==> config.mk <==
export PLATFORM = sky130hd
export DESIGN_NAME = mac_result_drain
export DESIGN_NICKNAME = d
export VERILOG_FILES = /design/src/rtl/mac_result_drain.sv
export SDC_FILE = /design/constraint.sdc
export NUM_CORES = 1
export LEC_CHECK = 0
export CORE_MARGIN = 2
export CORE_UTILIZATION = 60
export CTS_CLUSTER_DIAMETER = 200
export CTS_CLUSTER_SIZE = 12
export DETAILED_ROUTE_END_ITERATION = 10
export PLACE_DENSITY = 0.86
export SLEW_MARGIN = 0
export SYNTH_ARGS = -nofsm -noshare
export SYNTH_HDL_FRONTEND = slang
export SYNTH_SLANG_ARGS = --single-unit
==> constraint.sdc <==
create_clock -name clk -period 4 [get_ports clk]
set_input_delay 0.6 -clock clk [delete_from_list [all_inputs] [get_ports clk]]
set_output_delay 0.6 -clock clk [all_outputs]
set_load 0.01 [all_outputs]
==> src/rtl/mac_result_drain.sv <==
// Result drain behind the signed MAC accumulator: round-half-up, arithmetic shift and
// saturate each final value, then buffer it in a small FIFO exposed as a valid/ready stream.
module mac_result_drain #(
  parameter int D_W_ACC = 32,
  parameter int D_W_OUT = 16,
  parameter int SHIFT   = 8,
  parameter int DEPTH   = 4,
  parameter int CNT_W   = 8
) (
  input  logic                       clk,
  input  logic                       rst,
  input  logic [D_W_ACC-1:0]         acc_in,
  input  logic                       acc_last,
  output logic [D_W_OUT-1:0]         out_data,
  output logic                       out_sat,
  output logic                       out_valid,
  input  logic                       out_ready,
  input  logic                       clr_err,
  output logic                       ovf,
  output logic [CNT_W-1:0]           drop_cnt,
  output logic [$clog2(DEPTH):0]     level
);

  localparam int AW = $clog2(DEPTH);
  localparam int LW = AW + 1;
  localparam int XW = D_W_ACC + 1;

  localparam logic [XW-1:0] ONE = 1;
  // Half-LSB rounding constant; collapses to zero when SHIFT is 0.
  localparam logic signed [XW-1:0] RND  = (ONE << SHIFT) >> 1;
  localparam logic signed [XW-1:0] MAXV = (ONE << (D_W_OUT - 1)) - ONE;
  localparam logic signed [XW-1:0] MINV = ~MAXV;
  localparam logic [CNT_W-1:0]     CNT_MAX = '1;

  logic signed [XW-1:0] ext;
  logic signed [XW-1:0] rounded;
  logic signed [XW-1:0] shifted;
  logic [D_W_OUT-1:0]   res_data;
  logic                 res_sat;

  logic                 stage_valid;
  logic [D_W_OUT-1:0]   stage_data;
  logic                 stage_sat;

  logic [D_W_OUT:0]     mem [DEPTH];
  logic [AW-1:0]        wr_ptr;
  logic [AW-1:0]        rd_ptr;
  logic                 full;
  logic                 push;
  logic                 pop;
  logic                 drop;

  always_comb begin
    ext      = {acc_in[D_W_ACC-1], acc_in};
    rounded  = ext + RND;
    shifted  = rounded >>> SHIFT;
    res_data = shifted[D_W_OUT-1:0];
    res_sat  = 1'b0;
    if (shifted > MAXV) begin
      res_data = MAXV[D_W_OUT-1:0];
      res_sat  = 1'b1;
    end else if (shifted < MINV) begin
      res_data = MINV[D_W_OUT-1:0];
      res_sat  = 1'b1;
    end
  end

  // Stage never stalls: a new final value is accepted every cycle it is offered.
  always_ff @(posedge clk) begin
    if (rst) begin
      stage_valid <= 1'b0;
      stage_data  <= '0;
      stage_sat   <= 1'b0;
    end else begin
      stage_valid <= acc_last;
      if (acc_last) begin
        stage_data <= res_data;
        stage_sat  <= res_sat;
      end
    end
  end

  // Stream handshake: the head transfers on a cycle where out_valid and out_ready are both high;
  // out_valid never depends on out_ready and the head holds while it waits.
  assign out_valid = (level != '0);
  assign full      = (level == LW'(DEPTH));
  assign pop       = out_valid && out_ready;
  assign push      = stage_valid && (!full || pop);
  assign drop      = stage_valid && full && !pop;

  always_ff @(posedge clk) begin
    if (rst) begin
      wr_ptr <= '0;
      rd_ptr <= '0;
      level  <= '0;
      for (int i = 0; i < DEPTH; i++) mem[i] <= '0;
    end else begin
      if (push) begin
        mem[wr_ptr] <= {stage_sat, stage_data};
        wr_ptr      <= wr_ptr + 1'b1;
      end
      if (pop) rd_ptr <= rd_ptr + 1'b1;
      case ({push, pop})
        2'b10:   level <= level + 1'b1;
        2'b01:   level <= level - 1'b1;
        default: level <= level;
      endcase
    end
  end

  assign out_data = mem[rd_ptr][D_W_OUT-1:0];
  assign out_sat  = mem[rd_ptr][D_W_OUT];

  // A drop in the same cycle as a clear is counted after the clear.
  always_ff @(posedge clk) begin
    if (rst) begin
      ovf      <= 1'b0;
      drop_cnt <= '0;
    end else if (clr_err) begin
      ovf      <= drop;
      drop_cnt <= drop ? CNT_W'(1) : '0;
    end else if (drop) begin
      ovf <= 1'b1;
      if (drop_cnt != CNT_MAX) drop_cnt <= drop_cnt + 1'b1;
    end
  end

endmodule
# [After elaboration in Yosys (flattened, before gate mapping)]
# Memory sizes are Yosys's and may differ from the RTL's. A register that Yosys moved wholly into a read port is not among the register bits.
# Index checks and enable logic that the tools add are counted.
[op_classes] addsub=6 multipliers=0 div=0 magnitude_cmp=2 n_eq_ne=4 shifts=0 mux=21 bitwise_logic=0 reduce_logical=13
[op_table] op="adder 32 x 9 -> 33 bit (second input constant)" count=1
[op_table] op="two-way mux 16 bit" count=2
[op_table] op="greater-than comparator 25 x 16 -> 1 bit (second input constant)" count=1
[op_table] op="< comparator 25 x 16 -> 1 bit (second input constant)" count=1
[op_table] op="two-way mux 8 bit" count=3
[op_table] op="two-way mux 17 bit" count=1
[op_table] op="OR reduction 17 bit" count=1
[op_table] op="two-way mux 1 bit" count=11
[op_table] op="adder 8 x 1 -> 8 bit (second input constant)" count=1
[op_table] op="inequality test 8 bit (second input constant)" count=1
[op_table] op="two-way mux 2 bit" count=3
[op_table] op="case mux 3 bit (2 select lines)" count=1
[op_table] op="nonzero test 2 bit" count=3
[op_table] op="adder 2 x 1 -> 2 bit (second input constant)" count=2
[op_table] op="logical AND 1 bit" count=4
[op_table] op="adder 3 x 1 -> 3 bit (second input constant)" count=1
[op_table] op="== test 3 bit (second input constant)" count=1
[op_table] op="nonzero test 3 bit" count=1
[op_table] op="subtractor 3 x 1 -> 3 bit (second input constant)" count=1
[op_table] op="== test 2 x 1 -> 1 bit (second input constant)" count=1
[op_table] op="== test 2 bit (second input constant)" count=1
[op_table] op="logical NOT 1 bit" count=2
[op_table] op="AND reduction 2 bit" count=1
[op_table] op="logical OR 1 bit" count=1
[word_totals] ff_bits=34 latchBits=0 ram_bits=68 romBits=0 input_bits=37 out_inout_bits=30 n_memories=1
[memory_table] name="mem" depth=4 word_bits=17 rd=1 rd_ports_with_merged_regs=1 write_ports=4 line_no="45" rtl="logic [D_W_OUT:0] mem [DEPTH];"

# [Longest topological paths before layout]
[logic_depth] ltp_word=9 mapped_depth=9

# [Worst setup path before layout]
# OpenSTA, ideal clock, no wires.
[synth_timing] path_kind="register -> output" from="reg with a tool-made name" to="out out_data[10]" arrival_time_ns=1.867 required_time_ns=3.400 path_slack_ns=1.533 stages_incl_launch_ff=4 path_buffers=2 cell_sequence="dfxtp_1 > clkbuf_1 > buf_1 > mux4_2"
[synth_lines] item="end, declared" line_no="14" rtl="output logic [D_W_OUT-1:0] out_data,"

# [Final worst setup path]
[layout_timing] from="in acc_in[15]" to="reg stage_data[6]"
[layout_via] elab_chain_cells=4
[layout_rtl] item="start, declared" line_no="12" rtl="input logic [D_W_ACC-1:0] acc_in,"
[layout_rtl] item="adder 32 x 9 -> 33 bit *" line_no="55" rtl="rounded = ext + RND;"
[layout_rtl] item="< comparator 25 x 16 -> 1 bit" line_no="62" rtl="end else if (shifted < MINV) begin"
[layout_rtl] item="two-way mux 16 bit" line_no="62"
[layout_rtl] item="two-way mux 16 bit *" line_no="59" rtl="if (shifted > MAXV) begin"
[layout_rtl] item="end signal, assigned" line_no="77" rtl="stage_data <= res_data;"
[layout_rtl] item="end, declared" line_no="42" rtl="logic [D_W_OUT-1:0] stage_data;"
# Mark *: on every way between the ends. The rest lies on a longest branch, timed or not.
# A chain may end at the register's enable or synchronous reset.

==> results.toml <==
[cells_and_area]
layout.filler_cells = 587
drive_above_1_share_pct = 12.5
flow.area_growth_from_synthesis_pct = 17.1
antenna_cells_inserted = 0
num-nets-final = 557

[floorplan]
ios = 67
initial_utilization_pct = 62.0
die_h_um = 96.4
area_of_the_placeable_core_um2 = 8260
chipWidth_um = 96.4
rows = 33
fp.dieArea_um2 = 9290

[logic_synthesis]
post_synth_instance_area_um2 = 5120
synth_cell_type_count = 54
yosys.area_share.adder_pct = 0.880
area_share_of_xor_xnor_cells_in_the_synthesized_design_pct = 4.28
synthesis.nets = 498
number_of_enable_type_register_cells_in_the_synthesized_netlist = 68
post_synth_and_or_nand_nor_area_fraction_pct = 21.2
ys_dominant_reg_cell = "sky130_fd_sc_hd__edfxtp_1"
synth_compound_gate_area_share_pct = 8.45
ys_seq_area_share_pct = 53.9
synth_warnings = 0
share_of_async_settable_or_async_resettable_flops_after_synthesis_pct = 0
syn_inst = 458
multiplexer_area_fraction_after_synthesis_pct = 7.87
postSynthRegisterBits = 104
synth_top_family_by_area = "simple AND/OR/NAND/NOR gates"
syn_area_per_cell_um2 = 11.2

[power]
max-vdd-ir-drop_mv = 0.212
leakage_nw = 2.15
p_int_mw = 1.78
power_mw = 2.49
power.clock.fraction_pct = 23.8
p_sw_share_pct = 28.2
power.combinational.fraction_pct = 24.9
p_switching_uw = 702
power-per-cell-area_nw_per_um2 = 415
seqPwrFrac_pct = 51.3

[clock_tree]
clk_root_buffer_cell = "sky130_fd_sc_hd__clkbuf_8"
worst_setup_hold_path_clk_slew_ps = 100
cts_buffers = 9
cts-hold-fix-buffers = 0
max_h_tree_level = 3
cts_tree = "built"
post-cts-setup-buffers = 0
post_cts_resized = 0
clock_sinks = 104
clockBufferDepth = 2
clkLatencyLatePin_ps = 370

[grt]
antenna_violations_before_repair = 0
grt.total_usage_pct = 24.2
grt_overflow_total = 0
grt_max_degree = 30
first_pass_grt_wire_length_mm = 16.8
grt_pass1_vias = 3472

[sta]
final.hold.worst_slack_ps = 479
grt_setup_unrepaired = "no"
setup_total_negative_slack_ps = 0
worst_pin_slew_ps = 830
finalWorstPathRequiredPeriod_ps = 3100
slew_viol_final = 0
timing.final.setup_violations = 0
finalCritPeriodShare_pct = 77.4
finalHoldViolCount = 0
fmax_mhz = 323
final.setup_skew_ps = 22.1
timing.max_slew.rel_slack_pct = 44.6

[place]
final_weighted_congestion_in_routability_driven_placement = 0.927
hpwl_detailed_mm = 7.53
port_buffer_cells = 59

[worst_setup_path]
worst_ep_required_time_ps = 4210
crit_path_max_fanout = 11
worstSetupEndpointType = "flop"
critical_path.startpoint_type = "input port"
path_class = "in2reg"
arrival_ps = 3310

[routing]
routed_via_density = 5.82
remaining_drc_errors = 0
vias = 3649
wl_mm = 10.5
detail-route-antenna-nets = 0
drt_first_iter_violations = 213
detailedRoute.firstPassIterationCount = 5
avgRoutedWirePerCell_um = 16.7

[flow_run]
cap_violations = 0

[min_path]
hold_path_class = "reg2reg"

[outcome]
status = "completed"
## flip-flops by register name, summed over array words and instances (netlist names), named ones only
signal	count
level	3
stage_sat	1
drop_cnt	8
stage_valid	1
wr_ptr	2
mem	68
rd_ptr	2
stage_data	16
ovf	1
## cells by family (layout without fill, tap and decap cells)
logic type | Yosys count | after routing
muxes | 19 | 19
xor gates and xnor gates | 25 | 25
buffers and inverters | 42 | 106
adders and majority gates | 3 | 3
and+or+nand+nor | 212 | 212
AOI/OAI and AO/OA | 53 | 53
DFF | 104 | 104
## worst max-delay path, stage by stage
cell	delay (ps)
sky130_fd_sc_hd__clkdlybuf4s50_1	590
sky130_fd_sc_hd__nand4_2	230
sky130_fd_sc_hd__nor4_4	530
sky130_fd_sc_hd__nand4_1	150
sky130_fd_sc_hd__a2bb2oi_1	220
sky130_fd_sc_hd__nand3_1	190
sky130_fd_sc_hd__o31ai_4	650
sky130_fd_sc_hd__a211oi_2	140
## metrics by stage
step | instances | area [µm²] | util, % | setup slack [ps]
6_report | 627 | 6000 | 72.6 | 904
5_1_grt | 627 | 6000 | 72.6 | 671
4_1_cts | 627 | 6000 | 72.6 | 958
3_5_place_dp | 611 | 5820 | 70.4 | 560
3_3_place_gp | 611 | 5820 | 70.4 | 616
2_1_floorplan | 458 | 5120 | - | 1530
## cell usage in the layout (no fill, tap or decap), types with 13 or more instances in the layout
cell type and instances:
sky130_fd_sc_hd__and2_1 20, sky130_fd_sc_hd__clkdlybuf4s50_1 59, sky130_fd_sc_hd__dfxtp_1 36, sky130_fd_sc_hd__edfxtp_1 68, sky130_fd_sc_hd__inv_1 23, sky130_fd_sc_hd__mux4_2 17
sky130_fd_sc_hd__nand2_1 38, sky130_fd_sc_hd__nand3_1 14, sky130_fd_sc_hd__nand4_1 13, sky130_fd_sc_hd__nor2_1 78, sky130_fd_sc_hd__xor2_1 15
## path summary, 6_finish.rpt
check,from,to,slack [ps],cells after the start
worst max-delay path,acc_in[15],stage_data[6],900,8
worst min-delay path,ovf,ovf,480,2
worst max register to register,level[0],drop_cnt[7],1820,6
worst min register to register,ovf,ovf,480,2
## power by group through the flow
stage | Sequential (mW) | Combinational, mW | Clock (mW)
3_5_place_dp | 1.30 | 0.625 | 0
4_1_cts | 1.28 | 0.626 | 0.604
5_1_grt | 1.29 | 0.674 | 0.640
2_1_floorplan | 1.28 | 0.372 | 0
3_3_place_gp | 1.29 | 0.608 | 0
6_report | 1.28 | 0.618 | 0.593
## routing by layer
layer	track usage [%]	vias to the layer above	routed length, µm
met2	42.7	135	5370
met1	30.3	1718	4380
met3	4.19	17	569
li1	-	1779	-
met4	8.22	0	158
met5	0	-	0
## Yosys cell counts, types with 3 or more instances
master | n | share of area, %
sky130_fd_sc_hd__nand2_1 | 38 | 2.8
sky130_fd_sc_hd__buf_1 | 4 | 0.29
sky130_fd_sc_hd__xnor2_1 | 10 | 1.7
sky130_fd_sc_hd__clkbuf_1 | 13 | 0.95
sky130_fd_sc_hd__a31oi_1 | 5 | 0.61
sky130_fd_sc_hd__inv_1 | 23 | 1.7
sky130_fd_sc_hd__mux4_2 | 17 | 7.5
sky130_fd_sc_hd__nand3_1 | 14 | 1.4
sky130_fd_sc_hd__nand4_1 | 13 | 1.6
sky130_fd_sc_hd__nor3_1 | 3 | 0.29
sky130_fd_sc_hd__or2_2 | 4 | 0.49
sky130_fd_sc_hd__and4_1 | 7 | 1.2
sky130_fd_sc_hd__a311oi_1 | 3 | 0.51
sky130_fd_sc_hd__o21ai_0 | 3 | 0.29
sky130_fd_sc_hd__or3_1 | 5 | 0.61
sky130_fd_sc_hd__edfxtp_1 | 68 | 40
sky130_fd_sc_hd__and3_1 | 9 | 1.1
sky130_fd_sc_hd__and2_1 | 20 | 2.4
sky130_fd_sc_hd__xor2_1 | 15 | 2.6
sky130_fd_sc_hd__o21bai_1 | 3 | 0.44
sky130_fd_sc_hd__nand2b_1 | 6 | 0.73
sky130_fd_sc_hd__a21oi_1 | 12 | 1.2
sky130_fd_sc_hd__a211oi_2 | 10 | 2.4
sky130_fd_sc_hd__nor2_1 | 78 | 5.7
sky130_fd_sc_hd__dfxtp_1 | 36 | 14
## layout make-up
class	instances	area, µm²	area share (%)
timing repair buffer	67	651	10.9
multi-input combinational	312	2190	36.5
clock buffer	10	128	2.13
inverter	23	86.3	1.44
clock inverter	6	51.3	0.856
sequential	104	2760	46.1
tap	105	131	2.19
Power figures use the tool's default switching activity.
